`src/rtl/photon_plant_emulator.sv`:
```
// Optical bench plant model: one photon at a time from source fire through flight,
// detection on H or V, detector dead time and shutter abort, with saturating counters.
module photon_plant_emulator #(
  parameter int unsigned FLIGHT_CYCLES = 4,
  parameter int unsigned HOLD_CYCLES   = 3,
  parameter int unsigned CW            = 8
) (
  input  logic          clk,
  input  logic          rst,
  input  logic          A1,
  input  logic          A2,
  input  logic          A3,
  input  logic          A4,
  input  logic          A5,
  input  logic          A6,
  output logic          S1,
  output logic          S2,
  output logic          S3,
  output logic          S4,
  output logic          S5,
  output logic          S6,
  output logic [2:0]    state,
  output logic [CW-1:0] count_h,
  output logic [CW-1:0] count_v
);

  localparam int unsigned TMax = (FLIGHT_CYCLES > HOLD_CYCLES) ? FLIGHT_CYCLES : HOLD_CYCLES;
  // Timer only ever holds values up to TMax - 1.
  localparam int unsigned TW   = (TMax > 1) ? $clog2(TMax) : 1;

  typedef enum logic [2:0] {
    StIdle    = 3'b000,
    StEmit    = 3'b001,
    StFlight  = 3'b010,
    StDetect  = 3'b011,
    StHold    = 3'b100,
    StBlocked = 3'b101
  } state_e;

  state_e          state_q, state_d;
  logic [TW-1:0]   timer_q, timer_d;
  logic            path_q, path_d;
  logic            phase_q, phase_d;
  logic            det_q, det_d;
  logic            a1_q;
  logic [CW-1:0]   count_h_q, count_h_d;
  logic [CW-1:0]   count_v_q, count_v_d;
  logic [5:0]      sens_q, sens_d;
  logic            fire;

  assign fire = A1 & ~a1_q;

  // Next-state logic for the photon lifecycle and the per-shot latches.
  always_comb begin
    state_d = state_q;
    timer_d = timer_q;
    path_d  = path_q;
    phase_d = phase_q;
    det_d   = det_q;
    case (state_q)
      StIdle: begin
        if (fire && A4) begin
          state_d = StEmit;
          path_d  = A2;
          phase_d = A3;
        end
      end
      StEmit: begin
        state_d = StFlight;
        timer_d = TW'(FLIGHT_CYCLES - 1);
      end
      StFlight: begin
        // Shutter wins over a same-edge timer expiry.
        if (A6) begin
          state_d = StBlocked;
        end else if (timer_q == '0) begin
          state_d = StDetect;
          det_d   = path_q ^ phase_q;
        end else begin
          timer_d = timer_q - TW'(1);
        end
      end
      StDetect: begin
        state_d = StHold;
        timer_d = TW'(HOLD_CYCLES - 1);
      end
      StHold: begin
        if (timer_q == '0) begin
          state_d = StIdle;
        end else begin
          timer_d = timer_q - TW'(1);
        end
      end
      StBlocked: begin
        if (!A6) state_d = StIdle;
      end
      default: state_d = StIdle;
    endcase
  end

  // Saturating detection counters; clear has priority over a same-edge increment.
  always_comb begin
    count_h_d = count_h_q;
    count_v_d = count_v_q;
    if (A5) begin
      count_h_d = '0;
      count_v_d = '0;
    end else if (state_q == StDetect) begin
      if (!det_q && (count_h_q != {CW{1'b1}})) count_h_d = count_h_q + CW'(1);
      if (det_q && (count_v_q != {CW{1'b1}})) count_v_d = count_v_q + CW'(1);
    end
  end

  // Sensor flags decoded from the next state so the registered copies track state exactly.
  always_comb begin
    sens_d    = '0;
    sens_d[0] = (state_d == StIdle);
    sens_d[1] = (state_d == StEmit);
    sens_d[2] = (state_d == StFlight);
    sens_d[3] = ((state_d == StDetect) || (state_d == StHold)) && !det_d;
    sens_d[4] = ((state_d == StDetect) || (state_d == StHold)) && det_d;
    sens_d[5] = (state_d == StBlocked);
  end

  // All state, counters and registered sensor outputs.
  always_ff @(posedge clk) begin
    if (rst) begin
      state_q   <= StIdle;
      timer_q   <= '0;
      path_q    <= 1'b0;
      phase_q   <= 1'b0;
      det_q     <= 1'b0;
      a1_q      <= 1'b0;
      count_h_q <= '0;
      count_v_q <= '0;
      sens_q    <= 6'b000001;
    end else begin
      state_q   <= state_d;
      timer_q   <= timer_d;
      path_q    <= path_d;
      phase_q   <= phase_d;
      det_q     <= det_d;
      a1_q      <= A1;
      count_h_q <= count_h_d;
      count_v_q <= count_v_d;
      sens_q    <= sens_d;
    end
  end

  assign state   = state_q;
  assign count_h = count_h_q;
  assign count_v = count_v_q;
  assign S1      = sens_q[0];
  assign S2      = sens_q[1];
  assign S3      = sens_q[2];
  assign S4      = sens_q[3];
  assign S5      = sens_q[4];
  assign S6      = sens_q[5];

endmodule

```
`config.mk`:
```
export PLATFORM = sky130hd
export DESIGN_NAME = photon_plant_emulator
export DESIGN_NICKNAME = d
export VERILOG_FILES = /design/src/rtl/photon_plant_emulator.sv
export SDC_FILE = /design/constraint.sdc
export NUM_CORES = 1
export LEC_CHECK = 0
export CORE_MARGIN = 2
export CORE_UTILIZATION = 60
export CTS_CLUSTER_SIZE = 8
export DETAILED_ROUTE_END_ITERATION = 12
export DONT_BUFFER_PORTS = 1
export PLACE_DENSITY = 0.78
export SYNTH_ARGS = -nofsm -noshare
export SYNTH_HDL_FRONTEND = slang
export SYNTH_SLANG_ARGS = --single-unit
```
`constraint.sdc`:
```
create_clock -name clk -period 2.3 [get_ports clk]
set_input_delay 0.69 -clock clk [delete_from_list [all_inputs] [get_ports clk]]
set_output_delay 0.69 -clock clk [all_outputs]
set_load 0.05 [all_outputs]
```
==> impl_metrics.toml <==
[logic_synthesis]
synth_xor_area_frac = 0.0172
synthTopCellsByCount = "31 x dfxtp_1, 16 x nor2_1, 13 x a21oi_1, 8 x inv_1, 7 x nand2_1"
yosys_warnings = 0
synth-compound-area-share = 0.196
synth_top_family_by_area = "simple AND/OR/NAND/NOR gates"
synth_fa_ha_area_frac = 0.0245
synth_edf_count = 0
syn-cell-area_um2 = 1530
yosys_most_used_dff = "dfxtp_1"
synth_mux_area_frac = 0.0327
synthCells = 167
syn_area_per_cell_um2 = 9.16
synth_area_leader_cell = "dfxtp_1"
ys_types = 52
synth_top_area_share = 0.406
ys_async_sr_fraction = 0
synth_most_common_cell = "dfxtp_1"
seq_area_frac_synth = 0.406
synth_seq_cells = 31
syn_nets = 178
synth_area_leaders = "dfxtp_1 41%, a21oi_1 4.3%, nor2_1 3.9%"
synth-simple-area-share = 0.274

[final_layout]
antennaDiodeCount = 0
final_nets = 191
finish.utilization = 0.702
multiInputGateArea_um2 = 832
syn2layout_area_growth_pct = 12.7
drive_above_1_share = 0.160
fillCellCount = 201
register_area_um2 = 621

[drt]
detail_route.wl_per_cell_um = 15.6
dr.pass1.iters = 5
via_count = 1348
via_per_inst = 6.39
drt.antenna.violating_nets = 0
drc = 0
drt-initial-drc-count = 36
wl_mm = 3.29

[timing]
min_period_ns = 2.01
setup_viol_count_final = 0
worst_pin_slew_ns = 0.653
fmax_mhz = 498
rsz0062_at_grt = "no"
setup_tns_ns = 0
final_hold_viol_count = 0
drv_slew = 0
min_period_over_period = 0.873
relSlewSlack = 0.564
clock_skew_ns = 0.00497

[critical_path]
path_max_fanout = 18
arrival_ns = 1.32
critical_path_class = "reg -> out"
startpoint_type = "flip-flop"
cp.required_ns = 1.61
slowest_stage = "dfxtp_1"
end_kind = "primary output"
cpPeakStageDelay_ns = 0.68
path_cells = "buf_4"
cp_num_buf_inv = 1
cp_top_family = "flip-flops"

[die]
core_um2 = 2450
num_rows = 18
die_h_um = 54.5
die-area_um2 = 2970
io_pins = 33
start_util = 0.623
die_w_um = 54.5

[global_route]
grt_usage = 0.257
antenna_found_initial = 0
grt_pass1_vias = 1262
grt_max_degree = 19
grt_overflow = 0
grt_first_pass_wirelength_mm = 5.35

[clock_network]
cts_tree = "yes"
clockRootBuffer = "clkbuf_4"
cts_resized = 0
clk_latency_ns = 0.33
postCtsSetupRepairBufs = 0
path_clk_slew_ns = 0.10
cts_buffers = 5
cts_hold_buf = 0
htree_num_levels = 2
clk_path_buf_depth = 2
clock-sinks = 31

[pwr]
finalPower_uw = 1200
p_per_area_nw_per_um2 = 695
vdd_ir_drop_max_uv = 735
p_leak_uw = 0.000595

[run_status]
outcome = "completed"

[min_path]
hold_path_class = "in -> reg"

[placed_design]
place_congestion = 0.832
numPortBuffers = 0
dpl.hpwl_mm = 2.42

[run]
max_cap_viol_count = 0
==> cell families (layout without fill, tap and decap cells) <==
| family | after synthesis | in the layout |
|---|---|---|
| flops | 31 | 31 |
| mux | 5 | 5 |
| fa+ha+maj | 3 | 3 |
| xor+xnor | 3 | 3 |
| compound gates | 41 | 41 |
| simple gates | 69 | 69 |
| buf+inv | 15 | 29 |
==> routing by layer <==
| metal | GRT usage | share of wire |
|---|---|---|
| met1 | 0.277 | 0.40 |
| met2 | 0.444 | 0.52 |
| met3 | 0.104 | 0.071 |
| met4 | 0.104 | 0.010 |
| met5 | 0 | 0 |
==> flip-flops by register name (all words and copies together) (netlist names) <==
register and cells:
count_h 8, count_v 8, sens_q 6, state 3
timer_q 2, a1_q 1, det_q 1, path_q 1
phase_q 1
==> layout by cell type (no fill, tap or decap), types with 5 or more instances in the layout <==
| master | count |
|---|---|
| nor3_1 | 5 |
| mux2i_1 | 5 |
| nor2_1 | 16 |
| dfxtp_1 | 31 |
| or3_1 | 6 |
| nand3_1 | 6 |
| a21oi_1 | 13 |
| inv_1 | 8 |
| clkbuf_4 | 5 |
| nand2_1 | 7 |
| buf_4 | 13 |
==> through the flow <==
step                hold WS (ns)  worst slack [ns]  std cells  area (µm²)
floorplan                  0.452             0.369        167        1530
global placement           0.471             0.494        203        1620
detailed placement         0.470             0.424        203        1620
CTS                        0.396             0.294        211        1720
global route               0.372             0.201        211        1720
finish                     0.411             0.291        211        1720
==> power by group <==
group | switching (µW) | total (µW) | leakage (µW) | internal (µW)
combinational | 47.4 | 79.5 | 0.000292 | 32.2
sequential | 29.7 | 579 | 0.000251 | 549
clock | 201 | 539 | 0.0000514 | 338
total | 278 | 1200 | 0.000595 | 919
==> area by class of cell <==
type	count	share of cell area
Sequential cell	31	0.360
Tap cell	30	0.0218
Clock buffer	5	0.0218
Inverter	8	0.0174
Clock inverter	3	0.0392
Timing Repair Buffer	13	0.0566
Multi-Input combinational cell	121	0.483
==> path summary, 6_finish.rpt <==
check	from	to	slack [ns]	cells past startpoint
setup reg to reg	state[0]	count_v[5]	0.37	4
hold reg to reg	timer_q[1]	timer_q[1]	0.49	2
hold / removal	rst	phase_q	0.41	1
setup / recovery	state[0]	state[0]	0.29	1
No activity file was read; power rests on OpenSTA's default activity.
